### config.mk
export PLATFORM = sky130hd
export DESIGN_NAME = mc_ctrl_fsm_flat
export DESIGN_NICKNAME = d
export VERILOG_FILES = /design/src/rtl/mc_ctrl_fsm_if.sv /design/src/rtl/mc_ctrl_fsm.sv /design/src/flat_wrapper.sv
export SDC_FILE = /design/constraint.sdc
export NUM_CORES = 1
export LEC_CHECK = 0
export CAP_MARGIN = 10
export CORE_MARGIN = 1
export CORE_UTILIZATION = 50
export CTS_CLUSTER_SIZE = 30
export DETAILED_ROUTE_END_ITERATION = 8
export PLACE_DENSITY_LB_ADDON = 0.1
export SETUP_SLACK_MARGIN = 0.15
export SLEW_MARGIN = 20
export SYNTH_ARGS = -nofsm -noshare
export SYNTH_HDL_FRONTEND = slang
export SYNTH_SLANG_ARGS = --single-unit
### constraint.sdc
create_clock -name clk -period 3.9 [get_ports clk]
set_input_delay 0.78 -clock clk [delete_from_list [all_inputs] [get_ports clk]]
set_output_delay 0.78 -clock clk [all_outputs]
set_load 0.05 [all_outputs]
### src/rtl/mc_ctrl_fsm_if.sv
// Instruction/data memory handshake bundle for the multi-cycle control sequencer.
interface mc_ctrl_fsm_if;
  logic [31:0] inst;
  logic        imem_valid;
  logic        imem_req;
  logic        dmem_req;
  logic        dmem_we;
  logic        dmem_ack;

  modport master (
    output imem_req, dmem_req, dmem_we,
    input  inst, imem_valid, dmem_ack
  );

  modport slave (
    input  imem_req, dmem_req, dmem_we,
    output inst, imem_valid, dmem_ack
  );
endinterface

### src/rtl/mc_ctrl_fsm.sv
// Multi-cycle control sequencer: fetch, decode, execute, variable-latency memory access, sticky trap.
module mc_ctrl_fsm #(
  parameter int unsigned MEM_TIMEOUT = 255,
  parameter int unsigned TO_W        = 8,
  parameter int unsigned CNT_W       = 32
) (
  input  logic             clk,
  input  logic             rst,
  mc_ctrl_fsm_if.master    bus,
  output logic             pc_en,
  output logic             reg_write,
  output logic             result_src,
  output logic             alu_src,
  output logic             link,
  output logic [1:0]       pc_src,
  output logic [1:0]       imm_src,
  output logic [2:0]       alu_op,
  output logic             sel,
  output logic             retire,
  output logic [CNT_W-1:0] instret,
  output logic             fault,
  output logic [1:0]       fault_code
);

  typedef enum logic [1:0] {S_FETCH, S_EXEC, S_MEM, S_TRAP} state_t;
  typedef enum logic [2:0] {C_NONE, C_R, C_I, C_LOAD, C_STORE, C_BRANCH, C_JAL, C_JALR} cls_t;

  state_t          state, next;
  cls_t            cls_q, dec_cls;
  logic            dec_legal;
  logic [TO_W-1:0] to_cnt;
  logic            timeout;

  logic [6:0] opcode;
  logic [2:0] funct3;
  logic [6:0] funct7;
  logic       unused_inst_bits;

  assign opcode           = bus.inst[6:0];
  assign funct3           = bus.inst[14:12];
  assign funct7           = bus.inst[31:25];
  assign unused_inst_bits = ^{bus.inst[24:15], bus.inst[11:7]};
  assign timeout          = (to_cnt == TO_W'(MEM_TIMEOUT - 1));

  // Decode the live instruction into a legality flag and an operation class.
  always_comb begin
    dec_legal = 1'b0;
    dec_cls   = C_NONE;
    case (opcode)
      7'b0110011: begin
        dec_legal = (funct7 == 7'b0000000) ||
                    (funct7 == 7'b0100000 && (funct3 == 3'b000 || funct3 == 3'b101));
        dec_cls   = C_R;
      end
      7'b0010011: begin
        if (funct3 == 3'b001)      dec_legal = (funct7 == 7'b0000000);
        else if (funct3 == 3'b101) dec_legal = (funct7 == 7'b0000000) || (funct7 == 7'b0100000);
        else                       dec_legal = 1'b1;
        dec_cls = C_I;
      end
      7'b0000011: begin dec_legal = (funct3 == 3'b010); dec_cls = C_LOAD;  end
      7'b0100011: begin dec_legal = (funct3 == 3'b010); dec_cls = C_STORE; end
      7'b1100011: begin
        dec_legal = (funct3 == 3'b000) || (funct3 == 3'b001);
        dec_cls   = C_BRANCH;
      end
      7'b1101111: begin dec_legal = 1'b1;               dec_cls = C_JAL;  end
      7'b1100111: begin dec_legal = (funct3 == 3'b000); dec_cls = C_JALR; end
      default: ;
    endcase
  end

  // State register.
  always_ff @(posedge clk) begin
    if (rst) state <= S_FETCH;
    else     state <= next;
  end

  // Next-state selection; ack wins over timeout in the same MEM cycle.
  always_comb begin
    next = state;
    case (state)
      S_FETCH: if (bus.imem_valid) next = dec_legal ? S_EXEC : S_TRAP;
      S_EXEC:  next = (cls_q == C_LOAD || cls_q == C_STORE) ? S_MEM : S_FETCH;
      S_MEM:   if (bus.dmem_ack) next = S_FETCH;
               else if (timeout) next = S_TRAP;
      S_TRAP:  next = S_TRAP;
      default: next = S_FETCH;
    endcase
  end

  // Class latch, memory timeout counter, retire counter and sticky fault.
  always_ff @(posedge clk) begin
    if (rst) begin
      cls_q      <= C_NONE;
      to_cnt     <= '0;
      instret    <= '0;
      fault      <= 1'b0;
      fault_code <= 2'b00;
    end else begin
      if (state == S_FETCH && bus.imem_valid) begin
        if (dec_legal) begin
          cls_q <= dec_cls;
        end else begin
          fault      <= 1'b1;
          fault_code <= 2'b01;
        end
      end
      if (state == S_EXEC) to_cnt <= '0;
      if (state == S_MEM && !bus.dmem_ack) begin
        to_cnt <= to_cnt + 1'b1;
        if (timeout) begin
          fault      <= 1'b1;
          fault_code <= 2'b10;
        end
      end
      if (retire) instret <= instret + 1'b1;
    end
  end

  // Controls from the latched class plus live inst fields; strobes per state, all killed by rst.
  always_comb begin
    bus.imem_req = 1'b0;
    bus.dmem_req = 1'b0;
    bus.dmem_we  = 1'b0;
    pc_en        = 1'b0;
    reg_write    = 1'b0;
    retire       = 1'b0;
    result_src   = 1'b0;
    alu_src      = 1'b0;
    link         = 1'b0;
    pc_src       = 2'b00;
    imm_src      = 2'b00;
    alu_op       = 3'b000;
    sel          = 1'b0;
    if (state == S_EXEC || state == S_MEM) begin
      case (cls_q)
        C_R:      begin alu_op = funct3; sel = bus.inst[30]; end
        C_I:      begin
          alu_src = 1'b1;
          alu_op  = funct3;
          sel     = (funct3 == 3'b101) && bus.inst[30];
        end
        C_LOAD:   begin alu_src = 1'b1; result_src = 1'b1; end
        C_STORE:  begin alu_src = 1'b1; imm_src = 2'b01; end
        C_BRANCH: begin imm_src = 2'b10; sel = 1'b1; pc_src = 2'b11; end
        C_JAL:    begin imm_src = 2'b11; pc_src = 2'b01; link = 1'b1; end
        C_JALR:   begin alu_src = 1'b1; pc_src = 2'b10; link = 1'b1; end
        default: ;
      endcase
    end
    case (state)
      S_FETCH: bus.imem_req = 1'b1;
      S_EXEC: if (cls_q != C_LOAD && cls_q != C_STORE) begin
        pc_en     = 1'b1;
        retire    = 1'b1;
        reg_write = (cls_q == C_R) || (cls_q == C_I) || (cls_q == C_JAL) || (cls_q == C_JALR);
      end
      S_MEM: begin
        bus.dmem_req = 1'b1;
        bus.dmem_we  = (cls_q == C_STORE);
        if (bus.dmem_ack) begin
          pc_en     = 1'b1;
          retire    = 1'b1;
          reg_write = (cls_q == C_LOAD);
        end
      end
      default: ;
    endcase
    if (rst) begin
      pc_en        = 1'b0;
      reg_write    = 1'b0;
      bus.dmem_req = 1'b0;
      bus.dmem_we  = 1'b0;
      retire       = 1'b0;
    end
  end

endmodule

### src/flat_wrapper.sv
// flat-port wrapper written by rule: the top's interface ports become plain ports
module mc_ctrl_fsm_flat 
#(
  parameter int unsigned MEM_TIMEOUT = 255,
  parameter int unsigned TO_W        = 8,
  parameter int unsigned CNT_W       = 32
)
  (clk, rst, pc_en, reg_write, result_src, alu_src, link, pc_src, imm_src, alu_op, sel, retire, instret, fault, fault_code, bus_imem_req, bus_dmem_req, bus_dmem_we, bus_inst, bus_imem_valid, bus_dmem_ack);
  mc_ctrl_fsm_if bus_i ();
  input  logic clk;
  input  logic rst;
  output logic pc_en;
  output logic reg_write;
  output logic result_src;
  output logic alu_src;
  output logic link;
  output logic [1:0] pc_src;
  output logic [1:0] imm_src;
  output logic [2:0] alu_op;
  output logic sel;
  output logic retire;
  output logic [CNT_W-1:0] instret;
  output logic fault;
  output logic [1:0] fault_code;
  output wire logic [$bits(bus_i.imem_req)-1:0] bus_imem_req;
  output wire logic [$bits(bus_i.dmem_req)-1:0] bus_dmem_req;
  output wire logic [$bits(bus_i.dmem_we)-1:0] bus_dmem_we;
  input wire logic [$bits(bus_i.inst)-1:0] bus_inst;
  input wire logic [$bits(bus_i.imem_valid)-1:0] bus_imem_valid;
  input wire logic [$bits(bus_i.dmem_ack)-1:0] bus_dmem_ack;
  assign bus_imem_req = bus_i.imem_req;
  assign bus_dmem_req = bus_i.dmem_req;
  assign bus_dmem_we = bus_i.dmem_we;
  assign bus_i.inst = bus_inst;
  assign bus_i.imem_valid = bus_imem_valid;
  assign bus_i.dmem_ack = bus_dmem_ack;
  mc_ctrl_fsm #(.MEM_TIMEOUT(MEM_TIMEOUT), .TO_W(TO_W), .CNT_W(CNT_W)) u_core (.clk(clk), .rst(rst), .bus(bus_i), .pc_en(pc_en), .reg_write(reg_write), .result_src(result_src), .alu_src(alu_src), .link(link), .pc_src(pc_src), .imm_src(imm_src), .alu_op(alu_op), .sel(sel), .retire(retire), .instret(instret), .fault(fault), .fault_code(fault_code));
endmodule
Word level (Yosys, flattened, before mapping)
Cells that the tools add are included. W data, S select, Z words.

Add/subtract/negate cells: 2. Eq/ne operators: 26. Mux-type cells: 47. Reductions and logical operators: 25.

Operators with widths (number): $add A32 B1 Y32 const B (1); $mux W1 (24); $mux W2 (11); $eq A7 B6 Y1 const B (3); $eq A7 B7 Y1 const B (3); $pmux W3 S7 (1); $mux W8 (2); $eq A3 B3 Y1 const B (5); $pmux W2 S3 (2); $eq A3 B2 Y1 const B (3); $logic_or A1 B1 Y1 (9); $add A8 B1 Y8 const B (1); $eq A8 B8 Y1 const B (1); $pmux W2 S4 (1); $eq A7 B2 Y1 const B (1); $eq A7 B5 Y1 const B (1); $logic_not A7 Y1 (1); $eq A3 B1 Y1 const B (2); $mux W3 (2); $ne A3 B2 Y1 const B (2); $pmux W1 S6 (1); $reduce_or A2 Y1 (3); $logic_and A1 B1 Y1 (5); $eq A2 B2 Y1 const B (2); 11 further kinds (13).

Register bits after elaboration: 48. Output and inout port bits: 52. Logic and storage cells: 106.

Logic depth before layout (Yosys ltp)
Depth in word-level cells: 9. Mapped depth: 8. Mapped depth without buffers: 7.

Least setup slack after synthesis
Ideal clock, no wire load.

Kind: input-to-output. Start: input port rst. End: output port bus_dmem_we. Arrival: 2429 ps. Data required time: 3120 ps. Path slack: 691 ps. Stages: 3. Buffers on the path: 1. Path through: buf_6 > nor2b_1 > nor2b_1.

Cells in the longest elaborated chain, start to end: 1.

Ends and longest elaborated chain: from (decl) (line flat_wrapper.sv:11) `input logic rst;`; $mux W1 (line mc_ctrl_fsm.sv:170) `if (rst) begin`; to (decl) (line flat_wrapper.sv:27) `output wire logic [$bits(bus_i.dmem_we)-1:0] bus_dmem_we;`.

Every way passes these cells.

Worst setup path after layout
Start: input port bus_inst[12]. End: output port sel.

Cells in the longest elaborated chain, start to end: 4.

Ends and longest elaborated chain: from (decl) (line flat_wrapper.sv:28) `input wire logic [$bits(bus_i.inst)-1:0] bus_inst;`; $eq A3 B3 Y1 (line mc_ctrl_fsm.sv:142) `sel = (funct3 == 3'b101) && bus.inst[30];`; $logic_and A1 B1 Y1 (line mc_ctrl_fsm.sv:142); $pmux W1 S3 (line mc_ctrl_fsm.sv:137) `case (cls_q)`; $mux W1 (line mc_ctrl_fsm.sv:136) `if (state == S_EXEC || state == S_MEM) begin`; to (decl) (line flat_wrapper.sv:20) `output logic sel;`.

Every way passes these cells.

==> report_table.html <==
<table>
<tr><th>Metric</th><th>Value</th></tr>
<tr><th colspan="2">Cells and area</th></tr>
<tr><td>Area taken by flip-flops and latches</td><td>961 um^2</td></tr>
<tr><td>Inserted Diodes</td><td>0</td></tr>
<tr><td>Filler Cell Count</td><td>431</td></tr>
<tr><td>NumNets Final</td><td>roughly 450</td></tr>
<tr><td>Proportion of layout cells with a drive suffix above 1</td><td>7.64%</td></tr>
<tr><td>Area growth from synthesis to layout</td><td>32.0%</td></tr>
<tr><td>Area used by multi-input combinational logic</td><td>1700 um^2</td></tr>
<tr><th colspan="2">Detailed routing</th></tr>
<tr><td>Post-route antenna net violation count</td><td>0</td></tr>
<tr><td>Total met2 wirelength after detailed routing</td><td>3110 um</td></tr>
<tr><td>Routed metal-1 wire length</td><td>3040 um</td></tr>
<tr><td>Total Wirelength</td><td>6590 um</td></tr>
<tr><td>Max Used Layer</td><td>met4</td></tr>
<tr><td>First DRT Iteration DRCs</td><td>127</td></tr>
<tr><td>Total met3 wirelength after detailed routing</td><td>approximately 370 um</td></tr>
<tr><td>Total via count in the routed design</td><td>approximately 2700</td></tr>
<tr><td>Ratio of routed vias to standard cells</td><td>between 5 and 6</td></tr>
<tr><td>DRC violation count after routing</td><td>0</td></tr>
<tr><td>First-pass iteration count of the detailed router</td><td>4</td></tr>
<tr><td>Average detailed-routed wire length per instance</td><td>13.8 um</td></tr>
<tr><th colspan="2">Clock network</th></tr>
<tr><td>H-tree Lvls</td><td>2</td></tr>
<tr><td>Clock transition at the registers of the reported paths</td><td>0.09 ns</td></tr>
<tr><td>Post-CTS setup buffer count</td><td>0</td></tr>
<tr><td>Number of buffers created by CTS</td><td>5</td></tr>
<tr><td>Number of buffers on the longest clock path</td><td>2</td></tr>
<tr><td>Cell chosen for the clock root</td><td>clkbuf_8</td></tr>
<tr><td>Clock sink count</td><td>48</td></tr>
<tr><td>Number of cells upsized or downsized after cts</td><td>0</td></tr>
<tr><td>TritonCTS clock tree</td><td>built</td></tr>
<tr><td>Clock network latency to the later pin of the worst-skew pair</td><td>0.30 ns</td></tr>
<tr><td>Hold-fix buffers, CTS</td><td>0</td></tr>
<tr><th colspan="2">Place</th></tr>
<tr><td>Count of buffers from port buffering</td><td>72</td></tr>
<tr><td>HPWL after DPL</td><td>4690 um</td></tr>
<tr><td>Global placement routability congestion</td><td>0.750</td></tr>
<tr><td>Minimum setup slack after placement</td><td>just under 0.4 ns</td></tr>
<tr><th colspan="2">Synthesis</th></tr>
<tr><td>Part of the Yosys area used for sequential elements</td><td>between 30% and 40%</td></tr>
<tr><td>Post-synth EDFFs</td><td>0</td></tr>
<tr><td>Count of state elements after synthesis</td><td>between 40 and 50</td></tr>
<tr><td>Netlist area before placement</td><td>2790 um^2</td></tr>
<tr><td>Cell count after synthesis</td><td>about 340</td></tr>
<tr><td>Cell accounting for the most synthesized area</td><td>dfxtp_1</td></tr>
<tr><td>Number of distinct library cells after synthesis</td><td>62</td></tr>
<tr><td>Post-synth top cells</td><td>dfxtp_1, nor2_1, nand2_1, nand3_1, xor2_1</td></tr>
<tr><td>Synthesized Nets</td><td>roughly 380</td></tr>
<tr><td>Cell types with the largest area share after synthesis</td><td>dfxtp_1, nor2_1, xor2_1</td></tr>
<tr><td>Yosys warning count</td><td>0</td></tr>
<tr><td>Mean Syn Cell Area</td><td>about 8.3 um^2</td></tr>
<tr><td>Main synth FF type</td><td>dfxtp_1</td></tr>
<tr><td>Top-area cell type share of the netlist area</td><td>between 30% and 40%</td></tr>
<tr><td>Async set-reset flop share out of synthesis</td><td>0%</td></tr>
<tr><td>Most numerous cell in the Yosys netlist</td><td>dfxtp_1</td></tr>
<tr><th colspan="2">Floorplan</th></tr>
<tr><td>Area of the core region</td><td>5240 um^2</td></tr>
<tr><td>Initial core utilization</td><td>53.2%</td></tr>
<tr><td>Number of ports placed on the die boundary</td><td>88</td></tr>
<tr><td># rows</td><td>26</td></tr>
<tr><td>Die footprint</td><td>5880 um^2</td></tr>
<tr><td>Horizontal die dimension</td><td>about 77 um</td></tr>
<tr><td>Height of the chip</td><td>76.7 um</td></tr>
<tr><th colspan="2">Timing</th></tr>
<tr><td>Max Freq</td><td>285 MHz</td></tr>
<tr><td>Period utilisation layout</td><td>between 80% and 90%</td></tr>
<tr><td>Max Clock Skew</td><td>0.00848 ns</td></tr>
<tr><td>Final TNS setup</td><td>0 ns</td></tr>
<tr><td>Final critical path time including I/O delays and setup</td><td>between 3 and 4 ns</td></tr>
<tr><td>Worst setup slack after layout</td><td>0.397 ns</td></tr>
<tr><td>Setup repair after global routing missed its margin</td><td>false</td></tr>
<tr><td>Final number of max-transition violations</td><td>0</td></tr>
<tr><td>Headroom to the max-slew limit</td><td>59.2%</td></tr>
<tr><td>Hold violation total from the final report</td><td>0</td></tr>
<tr><td>Worst-margin pin slew</td><td>0.612 ns</td></tr>
<tr><td>Number of failing setup endpoints in the final timing report</td><td>0</td></tr>
<tr><th colspan="2">Power and ir drop</th></tr>
<tr><td>Power per standard cell area</td><td>359 nW/um^2</td></tr>
<tr><td>Worst IR drop on VDD</td><td>approximately 0.00027 V</td></tr>
<tr><td>Leakage power</td><td>1.30 nW</td></tr>
<tr><th colspan="2">Run</th></tr>
<tr><td>Number of max-cap violations</td><td>0</td></tr>
<tr><th colspan="2">Worst setup path</th></tr>
<tr><td>Reg-to-reg critical path startpoint</td><td>u_core.state[1]$_SDFFE_PP0P_</td></tr>
<tr><td>Critical path class</td><td>in2out</td></tr>
<tr><td>Flop-to-flop setup slack</td><td>1.46 ns</td></tr>
<tr><td>Data arrival time of the worst path</td><td>2.72 ns</td></tr>
<tr><td>CP Capture Type</td><td>output port</td></tr>
<tr><td>Maximum fanout along the worst path</td><td>5</td></tr>
<tr><td>Length in cells of the worst reg-to-reg path</td><td>8</td></tr>
<tr><td>Reg2Reg Capture Point</td><td>u_core.instret[28]$_SDFFE_PP0P_</td></tr>
<tr><td>Worst EP required</td><td>~3.1 ns</td></tr>
<tr><td>Startpoint class of the critical path</td><td>primary input</td></tr>
<tr><th colspan="2">Hold path</th></tr>
<tr><td>Path class of the lowest-slack min-delay path</td><td>reg2reg</td></tr>
<tr><td>Min-delay src</td><td>u_core.instret[31]$_SDFFE_PP0P_</td></tr>
<tr><td>Worst Hold Path EP</td><td>u_core.instret[31]$_SDFFE_PP0P_</td></tr>
<tr><td>Worst hold path depth</td><td>2</td></tr>
<tr><th colspan="2">Global routing</th></tr>
<tr><td>Pin count of the biggest net entering global routing</td><td>47</td></tr>
<tr><td>Global route overflow</td><td>0</td></tr>
<tr><td>Global-route wire length before repair</td><td>11400 um</td></tr>
<tr><td>Global routing usage summed across all routing layers</td><td>23.4%</td></tr>
<tr><td>Number of global-route vias before repair</td><td>approximately 2600</td></tr>
<tr><td>Number of antenna violations at the first check in global routing</td><td>0</td></tr>
<tr><th colspan="2">Outcome</th></tr>
<tr><td>Status</td><td>finished clean</td></tr>
</table>
## state kept, by name (all words and copies together) (netlist names)
register	flops
u_core.instret	32
u_core.fault	1
u_core.to_cnt	8
u_core.cls_q	3
u_core.fault_code	2
u_core.state	2
## layout make-up
class | count | area share, %
clock inverters | 2 | 0.374
clock buffers | 6 | 2.24
repair buffers | 74 | 21.4
inverters | 13 | 1.33
multi-input cells | 263 | 46.2
flip-flops and latches | 48 | 26.1
well taps | 70 | 2.38
## kinds of logic (layout without fill, tap and decap cells)
kind of cell / Yosys count / in the layout / share of synthesized area [%]
xor gates and xnor gates: 23 / 23 / 7.23
DFF: 48 / 48 / 34.5
buffers and inverters: 25 / 95 / 4.54
AOI/OAI and AO/OA: 62 / 62 / 15.5
adders and majority gates: 7 / 7 / 3.14
muxes: 3 / 3 / 1.17
and+or+nand+nor: 168 / 168 / 33.9
## placed cells by master, fill, tap and decap left out, types with 3 or more instances in the layout
| master | netlist | routed |
|---|---|---|
| a21oi_1 | 12 | 12 |
| o21ai_0 | 12 | 12 |
| xor2_1 | 14 | 14 |
| nand4b_1 | 4 | 4 |
| o21a_1 | 5 | 5 |
| o211ai_1 | 4 | 4 |
| nand2_1 | 20 | 20 |
| nor2b_1 | 5 | 5 |
| clkbuf_8 | 0 | 6 |
| or3_1 | 4 | 4 |
| xnor2_1 | 9 | 9 |
| nand4_1 | 10 | 10 |
| a211oi_1 | 7 | 7 |
| and3_1 | 9 | 9 |
| dfxtp_1 | 48 | 48 |
| nand3b_1 | 3 | 3 |
| and2_1 | 5 | 5 |
| nor3_1 | 6 | 6 |
| inv_1 | 13 | 13 |
| nor2_1 | 47 | 47 |
| ha_1 | 7 | 7 |
| buf_12 | 0 | 5 |
| and4_1 | 5 | 5 |
| or3_2 | 3 | 3 |
| nor4_1 | 8 | 8 |
| nand3_1 | 20 | 20 |
| clkdlybuf4s50_1 | 0 | 67 |
| o31ai_1 | 3 | 3 |
| nor3b_1 | 3 | 3 |
## where the power goes
part | total (mW) | internal (mW) | switching [mW] | leakage (nW)
registers | 0.533 | 0.512 | 0.0211 | 0.388
clock network | 0.318 | 0.145 | 0.173 | 0.0516
logic | 0.471 | 0.167 | 0.304 | 0.864
## metal layers
layer  global-route usage [%]  up-vias
met4                     6.15        0
li1                         -     1359
met1                     29.0     1289
met3                     5.00        9
met5                        0        -
met2                     41.0       77
## worst max path at each step
stage / from / slack, ns / depth (start not counted) / endpoint
2_1_floorplan: rst / 0.69 / 3 / bus_dmem_we
3_3_place_gp: bus_inst[12] / 0.44 / 6 / sel
3_5_place_dp: bus_inst[12] / 0.40 / 6 / sel
4_1_cts: bus_inst[12] / 0.40 / 6 / sel
5_1_grt: bus_inst[12] / 0.22 / 6 / sel
6_report: bus_inst[12] / 0.40 / 6 / sel
## through the flow
stage	area, um^2	hold WS, ns	util, %	total power [mW]	cells
2_1_floorplan	2790	0.474	-	0.862	336
3_3_place_gp	3580	0.462	68.4	1.00	468
3_5_place_dp	3580	0.469	68.4	1.01	468
4_1_cts	3680	0.487	70.2	1.33	476
5_1_grt	3680	0.520	70.2	1.39	476
6_report	3680	0.488	70.2	1.32	476
## worst max-delay path, cell delays in order
cell	delay, ns
clkdlybuf4s50_1	0.55
inv_1	0.08
nor4_1	0.17
nand4b_1	0.13
a21boi_0	0.17
clkdlybuf4s50_1	0.84
Note: power is estimated with default switching activity, not from simulation.
